[src/rtl/store_queue_if.sv]
// Bundle of the store queue's dispatch, AGU, ROB, flush and dcache-drain signals.
// The queue itself takes the slave view; whoever drives it takes the master view.
interface store_queue_if #(
    parameter int PW = 4
);
    logic [1:0]    alloc_valid;
    logic          alloc_ready;
    logic [PW-1:0] store_head;
    logic [PW-1:0] store_tail;

    logic          wr_valid;
    logic [PW-1:0] wr_idx;
    logic [31:0]   wr_addr;
    logic [31:0]   wr_data;
    logic [3:0]    wr_strb;

    logic          commit_valid;
    logic          flush;

    logic          dc_req_valid;
    logic [31:0]   dc_req_addr;
    logic [31:0]   dc_req_data;
    logic [3:0]    dc_req_strb;
    logic          dc_req_ready;

    modport master (
        output alloc_valid, wr_valid, wr_idx, wr_addr, wr_data, wr_strb,
               commit_valid, flush, dc_req_ready,
        input  alloc_ready, store_head, store_tail,
               dc_req_valid, dc_req_addr, dc_req_data, dc_req_strb
    );

    modport slave (
        input  alloc_valid, wr_valid, wr_idx, wr_addr, wr_data, wr_strb,
               commit_valid, flush, dc_req_ready,
        output alloc_ready, store_head, store_tail,
               dc_req_valid, dc_req_addr, dc_req_data, dc_req_strb
    );
endinterface

[src/rtl/store_queue.sv]
// Circular store queue: entries are allocated at tail, filled by the AGU, committed
// in order by the ROB at cmt, and drained to the dcache from head.
module store_queue #(
    parameter int DEPTH = 16
) (
    input logic          clk,
    input logic          resetn,
    store_queue_if.slave bus
);
    localparam int PW = $clog2(DEPTH);

    typedef logic [PW-1:0] ptr_t;
    typedef logic [PW:0]   cnt_t;
    typedef enum logic [1:0] {
        FREE      = 2'd0,
        ALLOC     = 2'd1,
        WRITTEN   = 2'd2,
        COMMITTED = 2'd3
    } entry_state_t;

    entry_state_t state_q [DEPTH];
    entry_state_t state_d [DEPTH];
    logic [31:0]  addr_q  [DEPTH];
    logic [31:0]  data_q  [DEPTH];
    logic [3:0]   strb_q  [DEPTH];

    ptr_t head_q;
    ptr_t tail_q;
    ptr_t cmt_q;
    cnt_t count_q;

    logic       alloc_ready;
    logic       dc_valid;
    logic       drain;
    logic       commit_ok;
    logic       wr_ok;
    logic [1:0] alloc_num;
    ptr_t       head_d;
    ptr_t       tail_d;
    ptr_t       cmt_d;
    ptr_t       flush_span;
    cnt_t       count_d;

    // Pointer and occupancy bookkeeping. Ready demands room for two so dispatch
    // never has to split a pair; a flush rolls tail back to the post-commit pointer.
    always_comb begin
        alloc_ready = (count_q <= cnt_t'(DEPTH - 3));
        dc_valid    = (count_q != '0) && (state_q[head_q] == COMMITTED);
        drain       = dc_valid && bus.dc_req_ready;
        commit_ok   = bus.commit_valid && (state_q[cmt_q] == WRITTEN);
        wr_ok       = bus.wr_valid && (state_q[bus.wr_idx] == ALLOC);

        alloc_num = 2'd0;
        if (alloc_ready && !bus.flush) begin
            alloc_num = {1'b0, bus.alloc_valid[0]} + {1'b0, bus.alloc_valid[1]};
        end

        cmt_d      = cmt_q + ptr_t'(commit_ok);
        head_d     = head_q + ptr_t'(drain);
        flush_span = tail_q - cmt_d;

        if (bus.flush) begin
            tail_d  = cmt_d;
            count_d = {1'b0, ptr_t'(cmt_d - head_d)};
        end else begin
            tail_d  = tail_q + ptr_t'(alloc_num);
            count_d = count_q + cnt_t'(alloc_num) - cnt_t'(drain);
        end
    end

    // Per-entry lifecycle. The events touch disjoint entries (FREE, ALLOC, WRITTEN,
    // COMMITTED respectively), so their order only matters for the flush override.
    always_comb begin
        for (int i = 0; i < DEPTH; i++) begin
            state_d[i] = state_q[i];
        end
        if (alloc_num != 2'd0) begin
            state_d[tail_q] = ALLOC;
        end
        if (alloc_num == 2'd2) begin
            state_d[tail_q + ptr_t'(1)] = ALLOC;
        end
        if (wr_ok) begin
            state_d[bus.wr_idx] = WRITTEN;
        end
        if (commit_ok) begin
            state_d[cmt_q] = COMMITTED;
        end
        if (drain) begin
            state_d[head_q] = FREE;
        end
        if (bus.flush) begin
            for (int i = 0; i < DEPTH; i++) begin
                if (ptr_t'(ptr_t'(i) - cmt_d) < flush_span) begin
                    state_d[i] = FREE;
                end
            end
        end
    end

    always_ff @(posedge clk or negedge resetn) begin
        if (!resetn) begin
            head_q  <= '0;
            tail_q  <= '0;
            cmt_q   <= '0;
            count_q <= '0;
            for (int i = 0; i < DEPTH; i++) begin
                state_q[i] <= FREE;
                addr_q[i]  <= '0;
                data_q[i]  <= '0;
                strb_q[i]  <= '0;
            end
        end else begin
            head_q  <= head_d;
            tail_q  <= tail_d;
            cmt_q   <= cmt_d;
            count_q <= count_d;
            for (int i = 0; i < DEPTH; i++) begin
                state_q[i] <= state_d[i];
            end
            if (wr_ok) begin
                addr_q[bus.wr_idx] <= bus.wr_addr;
                data_q[bus.wr_idx] <= bus.wr_data;
                strb_q[bus.wr_idx] <= bus.wr_strb;
            end
        end
    end

    // Drain payload is read straight from the head entry so it stays put while stalled.
    assign bus.alloc_ready  = alloc_ready;
    assign bus.store_head   = head_q;
    assign bus.store_tail   = tail_q;
    assign bus.dc_req_valid = dc_valid;
    assign bus.dc_req_addr  = addr_q[head_q];
    assign bus.dc_req_data  = data_q[head_q];
    assign bus.dc_req_strb  = strb_q[head_q];

    commit_legal: assert property (
        @(posedge clk) disable iff (!resetn)
        bus.commit_valid |-> (state_q[cmt_q] == WRITTEN)
    );
endmodule

[src/flat_wrapper.sv]
// flat-port wrapper written by rule: the top's interface ports become plain ports
module store_queue_flat 
#(
    parameter int DEPTH = 16
)
  (clk, resetn, bus_alloc_valid, bus_wr_valid, bus_wr_idx, bus_wr_addr, bus_wr_data, bus_wr_strb, bus_commit_valid, bus_flush, bus_dc_req_ready, bus_alloc_ready, bus_store_head, bus_store_tail, bus_dc_req_valid, bus_dc_req_addr, bus_dc_req_data, bus_dc_req_strb);
  store_queue_if bus_i ();
  input logic clk;
  input logic resetn;
  input wire logic [$bits(bus_i.alloc_valid)-1:0] bus_alloc_valid;
  input wire logic [$bits(bus_i.wr_valid)-1:0] bus_wr_valid;
  input wire logic [$bits(bus_i.wr_idx)-1:0] bus_wr_idx;
  input wire logic [$bits(bus_i.wr_addr)-1:0] bus_wr_addr;
  input wire logic [$bits(bus_i.wr_data)-1:0] bus_wr_data;
  input wire logic [$bits(bus_i.wr_strb)-1:0] bus_wr_strb;
  input wire logic [$bits(bus_i.commit_valid)-1:0] bus_commit_valid;
  input wire logic [$bits(bus_i.flush)-1:0] bus_flush;
  input wire logic [$bits(bus_i.dc_req_ready)-1:0] bus_dc_req_ready;
  output wire logic [$bits(bus_i.alloc_ready)-1:0] bus_alloc_ready;
  output wire logic [$bits(bus_i.store_head)-1:0] bus_store_head;
  output wire logic [$bits(bus_i.store_tail)-1:0] bus_store_tail;
  output wire logic [$bits(bus_i.dc_req_valid)-1:0] bus_dc_req_valid;
  output wire logic [$bits(bus_i.dc_req_addr)-1:0] bus_dc_req_addr;
  output wire logic [$bits(bus_i.dc_req_data)-1:0] bus_dc_req_data;
  output wire logic [$bits(bus_i.dc_req_strb)-1:0] bus_dc_req_strb;
  assign bus_i.alloc_valid = bus_alloc_valid;
  assign bus_i.wr_valid = bus_wr_valid;
  assign bus_i.wr_idx = bus_wr_idx;
  assign bus_i.wr_addr = bus_wr_addr;
  assign bus_i.wr_data = bus_wr_data;
  assign bus_i.wr_strb = bus_wr_strb;
  assign bus_i.commit_valid = bus_commit_valid;
  assign bus_i.flush = bus_flush;
  assign bus_i.dc_req_ready = bus_dc_req_ready;
  assign bus_alloc_ready = bus_i.alloc_ready;
  assign bus_store_head = bus_i.store_head;
  assign bus_store_tail = bus_i.store_tail;
  assign bus_dc_req_valid = bus_i.dc_req_valid;
  assign bus_dc_req_addr = bus_i.dc_req_addr;
  assign bus_dc_req_data = bus_i.dc_req_data;
  assign bus_dc_req_strb = bus_i.dc_req_strb;
  store_queue #(.DEPTH(DEPTH)) u_core (.clk(clk), .resetn(resetn), .bus(bus_i));
endmodule
[config.mk]
export PLATFORM = sky130hd
export DESIGN_NAME = store_queue_flat
export DESIGN_NICKNAME = d
export VERILOG_FILES = /design/src/rtl/store_queue_if.sv /design/src/rtl/store_queue.sv /design/src/flat_wrapper.sv
export SDC_FILE = /design/constraint.sdc
export NUM_CORES = 2
export LEC_CHECK = 0
export ABC_AREA = 1
export BUFFER_PORTS_ARGS = -buffer_cell sky130_fd_sc_hd__buf_2
export CAP_MARGIN = 10
export CORE_UTILIZATION = 25
export CTS_BUF_LIST = sky130_fd_sc_hd__clkbuf_8
export CTS_CLUSTER_SIZE = 20
export DETAILED_ROUTE_END_ITERATION = 7
export GPL_TIMING_DRIVEN = 0
export PLACE_DENSITY_LB_ADDON = 0.15
export SLEW_MARGIN = 40
export SYNTH_ARGS = -nofsm -noshare
export SYNTH_HDL_FRONTEND = slang
export SYNTH_SLANG_ARGS = --single-unit
[constraint.sdc]
create_clock -name clk -period 8.55 [get_ports clk]
set_input_delay 0.855 -clock clk [delete_from_list [all_inputs] [get_ports clk]]
set_output_delay 0.855 -clock clk [all_outputs]
set_load 0.005 [all_outputs]
* After elaboration in Yosys (flattened, before gate mapping)
Cells that the tools add are included.
** Storage, ports and cells
- Bits in registers :: 1137
- Input port bits :: 80
- Logic and storage cells :: 214
- Output and inout bits :: 78
** Operators by class
- Reduce and logical (&&, ||, !) cells :: 13
- Magnitude comparators :: 27
- Bitwise operators :: 17
- Mux-type cells :: 60
- Eq/ne operators :: 4
- $add $sub $neg :: 25
** Operators by type and width (number)
- $bwmux W512 :: 2
- $mux W32 :: 11
- $bmux W32 S4 :: 2
- $demux W32 S4 :: 1
- $bwmux W64 :: 1
- $lt A4 B4 Y1 :: 16
- $mux W2 :: 28
- $and A16 B16 Y16 :: 3
- $not A16 Y16 :: 3
- $or A16 B16 Y16 :: 3
- $demux W2 S4 :: 5
- $and A32 B32 Y32 :: 1
- $not A32 Y32 :: 1
- $or A32 B32 Y32 :: 1
- $sub A4 B4 Y4 const A :: 8
- $ge A5 B5 Y1 const B :: 5
- $lt A5 B1 Y1 const B :: 5
- $not A4 Y5 :: 5
- $bmux W2 S4 :: 3
- $bmux W4 S4 :: 1
- $demux W4 S4 :: 1
- $mux W4 :: 4
- $sub A3 B4 Y4 const A :: 4
- $logic_and A1 B1 Y1 :: 10
- other kinds (16) :: 22

* Longest topological paths before layout
- Depth in word-level cells :: 18
- Depth in mapped cells :: 32
- Gate-level depth less buffers :: 31

* Least setup slack after synthesis
Ideal clock, no wire load.
- Path type :: register -> register
- From :: register u_core.cmt_q[0]
- To :: register u_core.state_q[24] (netlist bit)
- Slack :: 4802 ps
- Stages on the path, launching flop included :: 30
- Path buffers :: 1
- Data required time :: 8425 ps
- Data arrival time :: 3623 ps
- Clock period less this slack :: 3748 ps
- Setup time :: 125 ps
- Cell sequence :: dfrtp_1 -> inv_1 -> buf_2 -> nand2_1 -> nand2_1 -> nand2_1 -> nand2_1 -> nand2_1 -> nand2_1 -> inv_1 -> nand2_1 -> nand2_1 -> inv_1 -> ha_1 -> inv_1 -> nand2_1 -> nand2_1 -> inv_1 -> nand2_1 -> nand2_1 -> inv_1 -> ha_1 -> inv_1 -> nand2_1 -> xor2_1 -> ha_1 -> a21o_1 -> a211o_1 -> o21ai_0 -> nor2_1
** RTL lines
- start, declared :: line store_queue.sv:29 : ptr_t cmt_q;
- start signal, assigned :: line store_queue.sv:116 : cmt_q <= cmt_d;
- end signal, assigned by index :: line store_queue.sv:119 : state_q[i] <= state_d[i];
- end, declared :: line store_queue.sv:21 : entry_state_t state_q [DEPTH];

* Final worst setup path
- From :: register u_core.head_q[1], in the netlist u_core.bus.store_head[1]
- To :: output bus_dc_req_data[31]
** On the way
- Cells in the longest elaborated chain, start to end :: 4
** Ends and longest elaborated chain
- start, declared :: line store_queue.sv:27 : ptr_t head_q;
- start signal, assigned :: line store_queue.sv:103 : head_q <= '0;
- start signal, assigned :: line store_queue.sv:114 : head_q <= head_d;
- $not A4 Y5 (implied by the code) :: line store_queue.sv:135 : assign bus.dc_req_data = data_q[head_q];
- $bmux W32 S4 :: line store_queue.sv:135
- $mux W32 (implied by the code) (2 in a row) :: line store_queue.sv:135
- end, declared :: line flat_wrapper.sv:24 : output wire logic [$bits(bus_i.dc_req_data)-1:0] bus_dc_req_data;
Every way passes these cells. The select of a mux whose other input is x is not followed.

==> key figures <==
Routing
  • Final wirelength: 220100 um
  • Post-DRT Antenna Nets: 0
  • DR DRC count: 0
  • Wire length on met1: 97750 um
  • Via count: 45080
  • Drt pass-1 iters: 5
  • 1st-iter DRT viols: 4051
  • Per-cell routed wire length: 24.42 um
  • Via density: 5.004
  • Top Metal Used: met4
  • Met2 wire length: 100600 um
  • Detail Route met3 WL: 12370 um

Floorplan
  • Die X: 452.5 um
  • Core Region: 201900 um^2
  • Row count: 165
  • DIE HEIGHT: 452.5 um
  • Boundary Pins: 158
  • Initial Util: 25.13%
  • DIE AREA: 204800 um^2

Placement
  • I/O Buffers: 156
  • DPL Wire Length: 153000 um
  • Placed Cells: 8638
  • Routability Congestion: 0.8785

Setup path
  • Critical path launch point: u_core.bus.store_head[1]
  • Reg2reg path depth: 26
  • Worst setup endpoint: bus_dc_req_data[31]
  • CP required: 7.70 ns
  • R2R setup slack: 3.33 ns
  • Crit end category: output pin
  • CP Max Fanout: 10
  • R2r startpoint: u_core.cmt_q[1]
  • Crit path kind: reg2out
  • CP startpoint kind: flip-flop
  • CP Data Arrival Time: 4.89 ns
  • Reg-to-Reg End: u_core.state_q[20]

Power
  • Clk pwr share: 32.6%
  • Sw Pwr: 5.608 mW
  • Flop pwr share: 45.1%
  • Sw frac: 34.28%
  • Power per cell area: 274.2 nW/um^2
  • Internal Power: 10.75 mW
  • Comb power frac: 22.2%
  • Max VDD drop: 162.6 uV
  • Leakage: 27.56 nW

Flow run
  • # Max-Cap Violations: 0

STA
  • Max_slew headroom: 34.68%
  • Fin. Hold Viols: 0
  • Setup TNS: 0 ns
  • Final min period: 5.746 ns
  • Worst clock skew: 0.05729 ns
  • Actual slew at the worst max-slew pin: 0.9798 ns
  • Slew Limit Fails: 0
  • Setup violators final: 0
  • Fmax: 174.0 MHz
  • Hold slack: 0.2334 ns
  • Fin crit share: 67.20%
  • RSZ-0062 raised after global routing: no

Clocking
  • Later-pin clock latency in the skew report: 0.99 ns
  • CTS Buf Count: 208
  • H-tree level count: 4
  • Num Clock Sinks: 1137
  • Post-CTS Resized: 0
  • CTS tree: built
  • CTS Root Cell: clkbuf_8
  • Reg clk slew, reported paths: 0.05 ns
  • Clk buf depth: 3
  • Postcts setup bufs: 0

Global routing
  • Initial antenna violation count: 15
  • Gr usage total: 21.27%
  • Gr ovfl total: 0
  • First-pass GRT wire length: 320900 um
  • Largest net degree at the start of global routing: 99
  • Number of global-route vias before repair: 44530

Logic synthesis
  • Syn_area_per_cell: 8.762 um^2
  • Synth Warn #: 0
  • Syn Nets: 5914
  • Post-synthesis cell count: 5791
  • Synthesized flop and latch total: 1137
  • Mapped Area: 50740 um^2
  • Library cells used by synthesis: 35
  • Seq/Total Area, Yosys: 56.07%

Final layout
  • Register Area: 28450 um^2
  • Most common cell after layout, fill and taps aside: nand2_1
  • Cell Count, Final, Fillers Out: 9010
  • Synth-to-Final Area Change: 17.57%
  • Fraction of layout cells with a size suffix above 1: 11.00%
  • Multi-input gate area: 19530 um^2
  • Fin util: 29.55%
  • Most frequent cells in the layout: 1707 x nand2_1, 1138 x o21ai_0, 1137 x dfrtp_1, 544 x a22oi_1, 274 x buf_2
  • Layout fillers: 21740
  • Fin nets: 6300

Status
  • Status: completed

Hold path
  • Hold crit path type: in2reg
[kinds of logic (layout without fill, tap and decap cells)]
group                    after synthesis  after routing  share of synthesized area [%]
multiplexers                           1              1                        0.01973
AO/OA/AOI/OAI                       1919           1919                          21.71
AND/OR/NAND/NOR                     1991           1991                          15.32
other                                  0              4                              0
flip-flops                          1137           1137                          56.07
buffers and inverters                683           1226                          5.484
XOR/XNOR                              17             17                         0.2934
adder cells (fa/ha/maj)               43             43                          1.105
[power by group through the flow]
stage / clock network, mW / registers [mW] / logic, mW
floorplan: 0 / 7.25 / 2.30
detailed placement: 0 / 7.44 / 3.65
finish: 5.34 / 7.38 / 3.64
global route: 5.71 / 7.53 / 4.14
global placement: 0 / 7.44 / 3.56
CTS: 5.49 / 7.36 / 3.67
[state kept, by name, indices dropped and copies added (netlist names)]
signal,cells
u_core.cmt_q,4
u_core.strb_q,64
u_core.data_q,512
u_core.count_q,5
u_core.bus.store_head,4
u_core.state_q,32
u_core.addr_q,512
u_core.bus.store_tail,4
[worst max-delay path, cell delays in order (launching register included)]
cell and delay (ns):
dfrtp_1 0.43, buf_2 0.24, inv_1 0.26, nand2_1 0.24, inv_2 0.38, clkbuf_2 0.40
buf_8 0.21, clkbuf_1 0.63, a22oi_1 0.17, a21oi_1 0.23, o21ai_0 0.15, nand3_1 0.35
buf_2 0.19
[how the worst min path moves through the flow]
stage | from | endpoint | cells past startpoint
2_1_floorplan | u_core.addr_q[160] | u_core.addr_q[160] | 2
3_3_place_gp | u_core.data_q[72] | u_core.data_q[72] | 2
3_5_place_dp | u_core.data_q[180] | u_core.data_q[180] | 2
4_1_cts | bus_wr_data[28] | u_core.data_q[252] | 3
5_1_grt | bus_wr_addr[10] | u_core.addr_q[458] | 3
6_report | bus_wr_data[29] | u_core.data_q[253] | 3
[cells in the mapped netlist (all sizes together)]
cell	number	share of area, %
a211o	5	0.086
a211oi	1	0.015
a21o	4	0.059
a21oi	154	1.5
a22oi	544	8.0
a31oi	2	0.025
and2	1	0.012
buf	137	1.4
clkbuf	353	2.7
clkinv	3	0.022
dfrtp	1137	56
fa	3	0.12
ha	40	0.99
inv	190	1.4
mux2i	1	0.020
nand2	1708	13
nand3	123	1.3
nand3b	5	0.074
nand4	24	0.30
nor2	128	0.97
nor3	2	0.020
o21ai	1203	12
o21bai	6	0.089
xnor2	5	0.086
xor2	12	0.21
[cell type report]
cell class              instances  area share [%]
plain buffers                 490           3.563
repair buffers                176           2.173
well taps                    2672           5.604
multi-input cells            3971           32.73
clock inverters               116           1.212
flip-flops and latches       1137           47.69
diodes                          4         0.01678
inverters                     193           1.216
clock buffers                 251           5.791
[repair_timing]
action,CTS,global route
endpoints found under the setup margin,0,0
hold buffers,1,0
hold endpoints to repair,43,0
[stage by stage]
stage | power, mW | worst slack, ns | instance area (um^2)
6_report | 16.36 | 2.804 | 59660
5_1_grt | 17.38 | 2.711 | 59650
4_1_cts | 16.51 | 2.671 | 59640
3_5_place_dp | 11.09 | 3.393 | 55450
3_3_place_gp | 11.00 | -20.46 | 54870
2_1_floorplan | 9.550 | 4.802 | 50740
[routing by layer]
layer  GRT usage [%]  vias to the layer above
met3           3.487                      357
met1           28.76                    22830
met5               0                        -
li1                -                    20450
met4           8.882                        0
met2           33.56                     1451
No activity file was read; power rests on OpenSTA's default activity.
